[config.mk]
export PLATFORM = sky130hd
export DESIGN_NAME = rst_seq
export DESIGN_NICKNAME = d
export VERILOG_FILES = /design/src/rtl/rst_seq.sv
export SDC_FILE = /design/constraint.sdc
export NUM_CORES = 1
export LEC_CHECK = 0
export CAP_MARGIN = 5
export CORE_MARGIN = 2
export CORE_UTILIZATION = 57
export CTS_CLUSTER_SIZE = 28
export DETAILED_ROUTE_END_ITERATION = 8
export PLACE_DENSITY = 0.89
export SYNTH_ARGS = -nofsm -noshare
export SYNTH_HDL_FRONTEND = slang
export SYNTH_SLANG_ARGS = --single-unit
[constraint.sdc]
create_clock -name clk -period 6 [get_ports clk]
set_input_delay 0.6 -clock clk [delete_from_list [all_inputs] [get_ports clk]]
set_output_delay 0.6 -clock clk [all_outputs]
set_load 0.02 [all_outputs]
[src/rtl/rst_seq.sv]
// rst_seq: power-up and soft-reset sequencer.
//
// Keeps every downstream reset domain in reset for a fixed hold period, then
// waits for PLL lock. After lock it releases the per-subsystem resets one at a
// time, in index order. Each release needs a minimum gap and that stage's ready
// acknowledge. A lock timeout or an ack timeout parks the block in FAULT. Lock
// loss or a soft request restarts the whole sequence.
//
// Ports:
//   clk          in   system clock, all logic on the rising edge
//   rst          in   synchronous active-high reset
//   pll_locked   in   PLL lock status, already synchronous to clk
//   soft_rst_req in   single-cycle request to restart the sequence
//   stage_ack    in   per-stage ready; bit k high when subsystem k is out of reset
//   rst_out      out  active-high reset per subsystem (registered)
//   all_ready    out  high only in RUN (registered)
//   fault        out  high only in FAULT (registered)
//   fault_code   out  01 lock timeout, 10 ack timeout, 00 otherwise
//   state_dbg    out  HOLD=0, WAIT_LOCK=1, RELEASE=2, RUN=3, FAULT=4
//   stage_idx    out  stage currently being released; 0 outside RELEASE
module rst_seq #(
  parameter int N_STAGES     = 4,
  parameter int HOLD_CYC     = 16,
  parameter int STAGE_GAP    = 8,
  parameter int LOCK_TIMEOUT = 1024,
  parameter int ACK_TIMEOUT  = 256
) (
  input  logic                clk,
  input  logic                rst,
  input  logic                pll_locked,
  input  logic                soft_rst_req,
  input  logic [N_STAGES-1:0] stage_ack,
  output logic [N_STAGES-1:0] rst_out,
  output logic                all_ready,
  output logic                fault,
  output logic [1:0]          fault_code,
  output logic [2:0]          state_dbg,
  output logic [2:0]          stage_idx
);

  // The counter only ever reaches (limit-1) of the longest timed state, so
  // clog2 of the largest limit is enough to never wrap.
  localparam int MAX_A  = (HOLD_CYC > LOCK_TIMEOUT) ? HOLD_CYC : LOCK_TIMEOUT;
  localparam int MAX_C  = (MAX_A > ACK_TIMEOUT) ? MAX_A : ACK_TIMEOUT;
  localparam int CW     = (MAX_C > 1) ? $clog2(MAX_C) : 1;

  localparam logic [CW-1:0] HOLD_LAST = CW'(HOLD_CYC - 1);
  localparam logic [CW-1:0] LOCK_LAST = CW'(LOCK_TIMEOUT - 1);
  localparam logic [CW-1:0] GAP_LAST  = CW'(STAGE_GAP - 1);
  localparam logic [CW-1:0] ACK_LAST  = CW'(ACK_TIMEOUT - 1);
  localparam logic [2:0]    LAST_IDX  = 3'(N_STAGES - 1);

  typedef enum logic [2:0] {
    S_HOLD      = 3'd0,
    S_WAIT_LOCK = 3'd1,
    S_RELEASE   = 3'd2,
    S_RUN       = 3'd3,
    S_FAULT     = 3'd4
  } state_t;

  state_t              state, state_n;
  logic [CW-1:0]       cnt, cnt_n;
  logic [2:0]          idx_n;
  logic [1:0]          code_n;
  logic [N_STAGES-1:0] rst_out_n;
  logic                all_ready_n;
  logic                fault_n;
  logic                ack_cur;

  // Next-state logic. Every output register is computed from the next state,
  // so each output changes on the same edge as the transition that causes it.
  always_comb begin
    state_n     = state;
    cnt_n       = cnt;
    idx_n       = stage_idx;
    code_n      = fault_code;
    ack_cur     = 1'b0;
    rst_out_n   = '1;
    all_ready_n = 1'b0;
    fault_n     = 1'b0;

    // Only the ack of the stage currently being released matters.
    for (int k = 0; k < N_STAGES; k++) begin
      if (stage_idx == 3'(k)) ack_cur = stage_ack[k];
    end

    if (soft_rst_req) begin
      state_n = S_HOLD;
      cnt_n   = '0;
      idx_n   = '0;
      code_n  = 2'b00;
    end else begin
      case (state)
        S_HOLD: begin
          if (cnt == HOLD_LAST) begin
            state_n = S_WAIT_LOCK;
            cnt_n   = '0;
          end else begin
            cnt_n = cnt + CW'(1);
          end
        end
        S_WAIT_LOCK: begin
          if (pll_locked) begin
            state_n = S_RELEASE;
            cnt_n   = '0;
            idx_n   = '0;
          end else if (cnt == LOCK_LAST) begin
            state_n = S_FAULT;
            cnt_n   = '0;
            code_n  = 2'b01;
          end else begin
            cnt_n = cnt + CW'(1);
          end
        end
        S_RELEASE: begin
          // Advance is checked before timeout so a coincident ack still wins.
          if (!pll_locked) begin
            state_n = S_HOLD;
            cnt_n   = '0;
            idx_n   = '0;
          end else if ((cnt >= GAP_LAST) && ack_cur) begin
            cnt_n = '0;
            if (stage_idx == LAST_IDX) begin
              state_n = S_RUN;
              idx_n   = '0;
            end else begin
              idx_n = stage_idx + 3'd1;
            end
          end else if (cnt == ACK_LAST) begin
            state_n = S_FAULT;
            cnt_n   = '0;
            idx_n   = '0;
            code_n  = 2'b10;
          end else begin
            cnt_n = cnt + CW'(1);
          end
        end
        S_RUN: begin
          if (!pll_locked) begin
            state_n = S_HOLD;
            cnt_n   = '0;
          end
        end
        S_FAULT: begin
          // Lock changes are ignored; only reset or a soft request leaves.
        end
        default: begin
          state_n = S_HOLD;
          cnt_n   = '0;
          idx_n   = '0;
          code_n  = 2'b00;
        end
      endcase
    end

    // In RELEASE, stages up to and including the current index are out of
    // reset; every other state holds all resets except RUN.
    for (int k = 0; k < N_STAGES; k++) begin
      if (state_n == S_RELEASE) rst_out_n[k] = (3'(k) > idx_n);
      else                      rst_out_n[k] = (state_n != S_RUN);
    end
    all_ready_n = (state_n == S_RUN);
    fault_n     = (state_n == S_FAULT);
  end

  // State and output registers.
  always_ff @(posedge clk) begin
    if (rst) begin
      state      <= S_HOLD;
      cnt        <= '0;
      stage_idx  <= '0;
      rst_out    <= '1;
      all_ready  <= 1'b0;
      fault      <= 1'b0;
      fault_code <= 2'b00;
    end else begin
      state      <= state_n;
      cnt        <= cnt_n;
      stage_idx  <= idx_n;
      rst_out    <= rst_out_n;
      all_ready  <= all_ready_n;
      fault      <= fault_n;
      fault_code <= code_n;
    end
  end

  assign state_dbg = state;

endmodule

==> results of run 1 <==
==> critical path, delay by kind of cell <==
kind | cells | cell delay, ns
AOI/OAI and AO/OA | 1 | 0.38
buffers and inverters | 2 | 0.57
and+or+nand+nor | 3 | 1.04
==> cells by family (layout without fill, tap and decap cells) <==
group | Yosys count | in the layout | share of synthesized area (%)
simple gates | 80 | 80 | 31.18
compound gates | 54 | 54 | 27.77
flops | 24 | 24 | 33.54
buf+inv | 11 | 30 | 3.144
fa+ha+maj | 5 | 5 | 4.367
==> where the power goes <==
group / switching, mW / leakage, nW / internal [mW]
Combinational: 0.00677 / 0.363 / 0.00653
Sequential: 0.000597 / 0.194 / 0.160
Clock: 0.0501 / 0.0279 / 0.0676
Total: 0.0575 / 0.585 / 0.234
==> final cells by class <==
| class | count | area (um2) | area share (%) |
|---|---|---|---|
| clock buffers | 3 | 22.52 | 1.320 |
| clock inverters | 1 | 30.03 | 1.760 |
| inverters | 5 | 18.77 | 1.100 |
| multi-input cells | 139 | 907.1 | 53.15 |
| flip-flops and latches | 24 | 480.5 | 28.15 |
| well taps | 30 | 37.54 | 2.199 |
| repair buffers | 21 | 210.2 | 12.32 |
==> registers in the layout, indices dropped and copies added (netlist names) <==
| register | count |
|---|---|
| stage_idx | 3 |
| all_ready | 1 |
| cnt | 10 |
| fault | 1 |
| rst_out | 4 |
| fault_code | 2 |
| state_dbg | 3 |
==> placed cells by master, fill, tap and decap left out, types with 3 or more instances in the layout <==
cell	instances
nand3_1	9
nor3_1	6
o21ai_1	3
o21ai_0	5
clkbuf_4	3
nor2b_1	4
nand2_1	15
clkdlybuf4s50_1	21
inv_1	3
ha_1	5
nor3b_1	3
a31oi_1	5
a21oi_1	10
nand2b_1	3
o21a_1	3
dfxtp_1	24
nor2_1	19
o31ai_1	3
nand4b_1	3
o32a_1	3
==> final timing paths <==
path	slack [ns]	to	cells past startpoint
worst max-delay path	3.64	all_ready$_SDFF_PP0_	6
worst min-delay path	0.51	cnt[0]$_SDFFE_PP0P_	1
worst max register to register	3.75	cnt[5]$_SDFFE_PP0P_	7
worst min register to register	0.51	cnt[0]$_SDFFE_PP0P_	1
==> per-layer routing <==
layer / wire, um / vias up / track usage [%]
li1: - / 698 / -
met1: 1543 / 655 / 34.47
met2: 1623 / 60 / 40.76
met3: 196 / 9 / 4.444
met4: 69 / 0 / 10.83
met5: 0 / - / 0
==> impl_metrics.toml, run 1 <==
[status]
status = "finished, final reports clean"

[floorplan]
die_w_um = 54.14
start_util_pct = 58.90
core.rowCount = 18
die_h_um = 54.14
core_area_um2 = 2432
dieArea_um2 = 2931
io-pin-count = 22

[hold_path]
hp-class = "reg -> reg"
min_from = "cnt[0]$_SDFFE_PP0P_"

[timing]
tns_ns = 0
period_needed_ns = 2.357
final-hold-violation-count = 0
maxSlewViolCount = 0
rsz0062_at_grt = "false"
hold_slack_ns = 0.5140
slew_headroom_pct = 50.82
max_freq_mhz = 424.3
clock-skew-final_ns = 0.01275
setup-violations-final = 0
finalCritPeriodShare_pct = 39.28
setup_slack_ns = 3.643
worst_pin_slew_ns = 0.7350

[place]
hpwl_um = 2536
postPlaceCellArea_um2 = 1654
dp.cells = 219
post-place-ws_ns = 3.323
globalplace.congestion = 1.020
portBuffers = 21

[cells_and_area]
fin_area_um2 = 1707
utilization_pct = 70.16
areaGrowthSynthToFinish_pct = 19.13
final_cells = 223
fin_nets = 207
antennaDiodeCount = 0
drive_gt1_share_pct = 9.845
fillers = 195

[power]
p_per_area_nw_per_um2 = 170.9
vdd_drop_max_mv = 0.1877
p_leak_nw = 0.5850
p_total_mw = 0.2916

[job]
maxCapViolations = 0

[clock_tree]
clock_latency_ns = 0.32
cts.clk_slew.worst_paths_ns = 0.14
htree_levels = 1
cts_tree = "built"
clk_path_buf_depth = 2
cts_resized = 0
postCtsSetupRepairBufs = 0
hold_buffers = 0
cts_sinks = 24
clockRootBuffer = "clkbuf_4"
numCtsBuffers = 3

[worst_setup_path]
crit_path_start_kind = "input pin"
rr_startpoint = "cnt[0]$_SDFFE_PP0P_"
crit_required_ns = 6.25
end_kind = "flip-flop"
slowest_delay_ns = 0.62
path_class = "in -> reg"
cp-startpoint = "soft_rst_req"
cp_slowest_cell = "nor2_1"
worst_ep_arrival_time_ns = 2.61
cp_max_fo = 9
cp_cell_sequence = "clkdlybuf4s50_1, nor2_1, nand2_1, a31oi_1, inv_2, nor3_1"

[logic_synthesis]
synth_top_area_share_pct = 33.54
synth_area_leaders = "dfxtp_1, nor2_1, ha_1, nand2_1, a21oi_1"
yosysSeqAreaShare_pct = 33.54
synth.avg_cell_area_um2 = 8.233
synth_flop_cell = "dfxtp_1"
ys_ff_latch = 24
netlist_area_um2 = 1433
synth_largest_area_cell = "dfxtp_1"
synthCells = 174
async_flop_share_pct = 0
synth-edff-count = 0
synth.top_cells.by_count = "dfxtp_1, nor2_1, nand2_1, a21oi_1, nand3_1"
syn-num-nets = 187
yosysUniqueCellTypes = 55
ys_warn_count = 0
synth.most_common_cell = "dfxtp_1"

[global_route]
grt_max_degree = 17
grt_pass1_wl_um = 5506
track_usage_pct = 25.81
antenna_found_initial = 0
grt_pass1_vias = 1249
gr-total-overflow = 0

[detailed_routing]
drt_iter0_markers = 84
drt-pass1-iter-count = 4
drt-total-wl_um = 3432
drc = 0
wl_per_cell_um = 15.39
num_vias = 1422
via_per_inst = 6.377
final_antenna_net_count = 0
Note: power is estimated with default switching activity, not from simulation.
==> run 2: changes to the inputs <==
--- a/config.mk
+++ b/config.mk
@@ -7,10 +7,10 @@
 export LEC_CHECK = 0
 export CAP_MARGIN = 5
 export CORE_MARGIN = 2
-export CORE_UTILIZATION = 57
+export CORE_UTILIZATION = 53
 export CTS_CLUSTER_SIZE = 28
 export DETAILED_ROUTE_END_ITERATION = 8
-export PLACE_DENSITY = 0.89
+export PLACE_DENSITY = 0.84
 export SYNTH_ARGS = -nofsm -noshare
 export SYNTH_HDL_FRONTEND = slang
 export SYNTH_SLANG_ARGS = --single-unit
==> constraint.sdc (replaced) <==
create_clock -name clk -period 2.4 [get_ports clk]
set_input_delay 0.24 -clock clk [delete_from_list [all_inputs] [get_ports clk]]
set_output_delay 0.24 -clock clk [all_outputs]
set_load 0.02 [all_outputs]
==> run 2 against run 1 <==
Against the previous run:
- via count up 1.5%
- worst hold slack better by 0.017 ns
- power grew 110%
- critical path depth up 1
- routed wire length shrank 1.5%
- clock-buffer cell count is the same
- largest cell class unchanged
- highest routed layer unchanged
==> impl_metrics.toml, run 2 (synthesized netlist as in run 1, its figures left out) <==
[worst_setup_path]
cp_max_fo = 5
end_kind = "flip-flop"
crit_path_start_kind = "flip-flop"
r2r-end = "cnt[5]$_SDFFE_PP0P_"
crit_required_ns = 2.62
worst_ep_arrival_time_ns = 2.50
reg2reg_depth = 7
r2r_setup_slack_ns = 0.12
rr_startpoint = "cnt[0]$_SDFFE_PP0P_"
path_class = "reg -> reg"
cp-startpoint = "cnt[0]$_SDFFE_PP0P_"

[clock_tree]
clock_latency_ns = 0.31
htree_levels = 1
postCtsSetupRepairBufs = 0
cts_resized = 0
cts.clk_slew.worst_paths_ns = 0.12
cts_sinks = 24
clockRootBuffer = "clkbuf_4"
cts_tree = "built"
numCtsBuffers = 3
clk_path_buf_depth = 2
hold_buffers = 0

[global_route]
antenna_found_initial = 0
track_usage_pct = 22.46
grt_pass1_vias = 1322
gr-total-overflow = 0
grt_max_degree = 16
grt_pass1_wl_um = 5747

[timing]
period_needed_ns = 2.275
max_freq_mhz = 439.5
final-hold-violation-count = 0
slew_headroom_pct = 67.53
tns_ns = 0
maxSlewViolCount = 0
rsz0062_at_grt = "false"
worst_pin_slew_ns = 0.4848
clock-skew-final_ns = 0.004174
setup-violations-final = 0
finalCritPeriodShare_pct = 94.80

[floorplan]
dieArea_um2 = 3135
core.rowCount = 18
start_util_pct = 56.80
die_w_um = 55.99
io-pin-count = 22
die_h_um = 55.99
core_area_um2 = 2522

[cells_and_area]
seq_area_um2 = 480.5
utilization_pct = 67.66
multi_input_area_um2 = 914.6
top_register = "cnt"
areaGrowthSynthToFinish_pct = 19.13
drive_gt1_share_pct = 10.77
layout_common_cells = "dfxtp_1, clkdlybuf4s50_1, nor2_1"
fillers = 199
antennaDiodeCount = 0
final_common_cell = "dfxtp_1"
top_regs = "cnt: 10 flops, rst_out: 4 flops"
largest_reg_flops = 10
fin_nets = 210
fin_area_um2 = 1707

[hold_path]
min_from = "cnt[0]$_SDFFE_PP0P_"
hp-class = "reg -> reg"
holdPathEnd = "cnt[0]$_SDFFE_PP0P_"
hold_depth = 1

[power]
p_leak_nw = 0.5876
p_total_mw = 0.6126
vdd_drop_max_mv = 0.4234
p_per_area_nw_per_um2 = 359.0

[detailed_routing]
drt-total-wl_um = 3380
drt-pass1-iter-count = 7
num_vias = 1444
wl_per_cell_um = 15.02
drt_iter0_markers = 91
drc = 0
final_antenna_net_count = 0
via_per_inst = 6.418

[place]
globalplace.congestion = 0.9608
portBuffers = 21
hpwl_um = 2515
postPlaceCellArea_um2 = 1677

[job]
maxCapViolations = 0

[status]
status = "finished, final reports clean"
[run 2: power breakdown]
| part | leakage [nW] | internal (mW) | switching (mW) | total (mW) |
|---|---|---|---|---|
| combinational | 0.380 | 0.0174 | 0.0177 | 0.0351 |
| sequential | 0.194 | 0.400 | 0.00161 | 0.402 |
| clock | 0.0138 | 0.0587 | 0.117 | 0.176 |
| total | 0.588 | 0.476 | 0.137 | 0.613 |
[run 2: worst max-delay path: stages (launching register included)]
cell      delay [ns]
dfxtp_1         0.40
ha_1            0.26
nand3_2         0.13
or3_4           0.44
a22o_1          0.29
a211oi_2        0.37
nor2_1          0.10
o21a_1          0.19
[run 2: per-stage QoR]
stage / hold slack [ns] / worst slack (ns) / std cells
after global routing: 0.5514 / 0.03181 / 225
final: 0.5311 / 0.1249 / 225
after CTS: 0.5366 / 0.1624 / 225
after detailed placement: 0.5153 / 0.1860 / 222
after floorplan: 0.3091 / 0.3128 / 174
after global placement: 0.4836 / 0.2285 / 222
[run 2: per-layer routing]
metal	global-route usage, %	share of wire [%]
met1	29.67	43
met3	6.279	8.1
met5	0	0
met4	5.782	0.59
met2	36.13	49
[run 2: cell type report]
type                            instances  share of cell area [%]
Clock buffer                            3                   1.320
Multi-Input combinational cell        139                   53.59
Sequential cell                        24                   28.15
Tap cell                               30                   2.199
Inverter                                5                   1.100
Timing Repair Buffer                   24                   13.64
[run 2: worst max path at each step]
stage | end | cells after the start | slack [ns]
finish | cnt[5]$_SDFFE_PP0P_ | 7 | 0.12
global route | cnt[5]$_SDFFE_PP0P_ | 7 | 0.03
CTS | cnt[5]$_SDFFE_PP0P_ | 7 | 0.16
detailed placement | cnt[5]$_SDFFE_PP0P_ | 7 | 0.19
global placement | rst_out[3]$_SDFF_PP1_ | 6 | 0.23
floorplan | rst_out[3]$_SDFF_PP1_ | 8 | 0.31
==> run 3: changes to the inputs <==
==> constraint.sdc (replaced) <==
create_clock -name clk -period 2.6 [get_ports clk]
set_input_delay 0.26 -clock clk [delete_from_list [all_inputs] [get_ports clk]]
set_output_delay 0.26 -clock clk [all_outputs]
set_load 0.02 [all_outputs]
==> run 3 against run 2 <==
Against the previous run:
- cell count fell by 0.44%
- setup slack improved by 0.22 ns
- clock power rose by 12%
- global-route usage rose by 0.97 points
- clock skew rose by 0.0027 ns
- maximum frequency rose by 0.92%
- worst hold slack got worse by 0.015 ns
- first-iteration DRC count fell by 36%
- largest cell class unchanged
==> impl_metrics.toml, run 3 (synthesized netlist as in run 1, its figures left out) <==
[status]
status = "finished, final reports clean"

[place]
hpwl_um = 2534
portBuffers = 21
globalplace.congestion = 0.9566

[detailed_routing]
num_vias = 1415
via_per_inst = 6.317
drt-pass1-iter-count = 4
drt-total-wl_um = 3383
drt_iter0_markers = 58
wl_per_cell_um = 15.10
final_antenna_net_count = 0
drc = 0

[clock_tree]
cts_tree = "built"
postCtsSetupRepairBufs = 0
clockRootBuffer = "clkbuf_4"
hold_buffers = 0
clock_latency_ns = 0.32
cts_sinks = 24
cts_resized = 0
numCtsBuffers = 3
htree_levels = 1
clk_path_buf_depth = 2
cts.clk_slew.worst_paths_ns = 0.12

[cells_and_area]
top_regs = "cnt: 10 flops, rst_out: 4 flops"
fin_nets = 208
largest_reg_flops = 10
antennaDiodeCount = 0
drive_gt1_share_pct = 10.31
fillers = 218
areaGrowthSynthToFinish_pct = 18.52
top_register = "cnt"
utilization_pct = 67.31
final_common_cell = "dfxtp_1"
layout_common_cells = "dfxtp_1, clkdlybuf4s50_1, nor2_1"

[timing]
rsz0062_at_grt = "false"
tns_ns = 0
hold_slack_ns = 0.5157
final-hold-violation-count = 0
worst_pin_slew_ns = 0.5226
slew_headroom_pct = 65.00
period_needed_ns = 2.254
maxSlewViolCount = 0
finalCritPeriodShare_pct = 86.70
max_freq_mhz = 443.6
setup-violations-final = 0
clock-skew-final_ns = 0.006913

[floorplan]
core.rowCount = 18
die_w_um = 55.99
core_area_um2 = 2522
dieArea_um2 = 3135
die_h_um = 55.99
start_util_pct = 56.80
io-pin-count = 22

[worst_setup_path]
slowest_delay_ns = 0.44
reg2reg_depth = 7
rr_startpoint = "cnt[0]$_SDFFE_PP0P_"
crit_path_start_kind = "flip-flop"
worst_ep_arrival_time_ns = 2.47
cp_slowest_cell = "or3_4"
r2r_setup_slack_ns = 0.35
end_kind = "flip-flop"
r2r-end = "cnt[4]$_SDFFE_PP0P_"
cp_max_fo = 5
crit_required_ns = 2.81
path_class = "reg -> reg"
cp_cell_sequence = "ha_1, nand3_2, or3_4, a22o_1, a211oi_2, o32a_1, nor2_1"

[power]
sw_frac_of_total_pct = 21.61
p_comb_share_pct = 5.4
seqPwrFrac_pct = 61.7
vdd_drop_max_mv = 0.4199
p_per_area_nw_per_um2 = 353.9
p_sw_mw = 0.1298
p_leak_nw = 0.5832
power_frac_clock_pct = 32.9
power.internal_mw = 0.4710

[hold_path]
hold_depth = 1
hp-class = "reg -> reg"
holdPathEnd = "cnt[0]$_SDFFE_PP0P_"
min_from = "cnt[0]$_SDFFE_PP0P_"

[global_route]
grt_max_degree = 17
gr-total-overflow = 0
grt_pass1_vias = 1289
grt_pass1_wl_um = 5858
track_usage_pct = 23.43
antenna_found_initial = 0

[job]
maxCapViolations = 0
run 3: changes by cell type in the layout (fill, tap and decap cells not counted):
cell,previous run,this run
o21ai_2,0,1
buf_4,3,1
o21ai_4,1,0
clkbuf_8,0,1
run 3: through the flow:
step / worst slack [ns] / instance area (um2) / power [mW] / cells
6_report: 0.3457 / 1698 / 0.6008 / 224
3_3_place_gp: 0.3851 / 1662 / 0.4099 / 220
4_1_cts: 0.3608 / 1698 / 0.6073 / 224
5_1_grt: 0.2052 / 1698 / 0.6246 / 224
2_1_floorplan: 0.5128 / 1433 / 0.3932 / 174
3_5_place_dp: 0.3112 / 1662 / 0.4109 / 220
run 3: power by group through the flow:
| stage | clock network (mW) | logic (mW) | registers [mW] |
|---|---|---|---|
| global placement | 0 | 0.0313 | 0.379 |
| global route | 0.218 | 0.0359 | 0.371 |
| detailed placement | 0 | 0.0322 | 0.379 |
| floorplan | 0 | 0.0147 | 0.378 |
| finish | 0.198 | 0.0325 | 0.371 |
| CTS | 0.204 | 0.0322 | 0.371 |
run 3: worst max path at each step:
stage / startpoint / to / slack, ns / cells after the start
3_3_place_gp: pll_locked / all_ready$_SDFF_PP0_ / 0.39 / 7
6_report: cnt[0]$_SDFFE_PP0P_ / cnt[4]$_SDFFE_PP0P_ / 0.35 / 7
5_1_grt: stage_idx[0]$_SDFF_PP0_ / cnt[6]$_SDFFE_PP0P_ / 0.21 / 8
3_5_place_dp: pll_locked / rst_out[3]$_SDFF_PP1_ / 0.31 / 6
2_1_floorplan: stage_idx[0]$_SDFF_PP0_ / rst_out[3]$_SDFF_PP1_ / 0.51 / 8
4_1_cts: cnt[0]$_SDFFE_PP0P_ / cnt[4]$_SDFFE_PP0P_ / 0.36 / 7
run 3: layout make-up:
type | instances | area [um2] | area share (%)
tap | 30 | 37.54 | 2.211
clock buffer | 4 | 36.28 | 2.137
timing repair buffer | 22 | 217.7 | 12.82
multi-input combinational | 139 | 907.1 | 53.43
inverter | 5 | 18.77 | 1.105
sequential | 24 | 480.5 | 28.30
run 3: metal layers:
layer | part of all wire [%] | global-route usage [%]
met4 | 2.1 | 7.143
met3 | 6.3 | 5.581
met5 | 0 | 0
met1 | 46 | 29.50
met2 | 46 | 39.50
run 3: worst max-delay path: cells and delay by family (launching register included):
kind	cells	cell delay [ns]
AOI/OAI and AO/OA	3	0.89
DFF	1	0.40
adders and majority gates	1	0.26
and+or+nand+nor	3	0.60
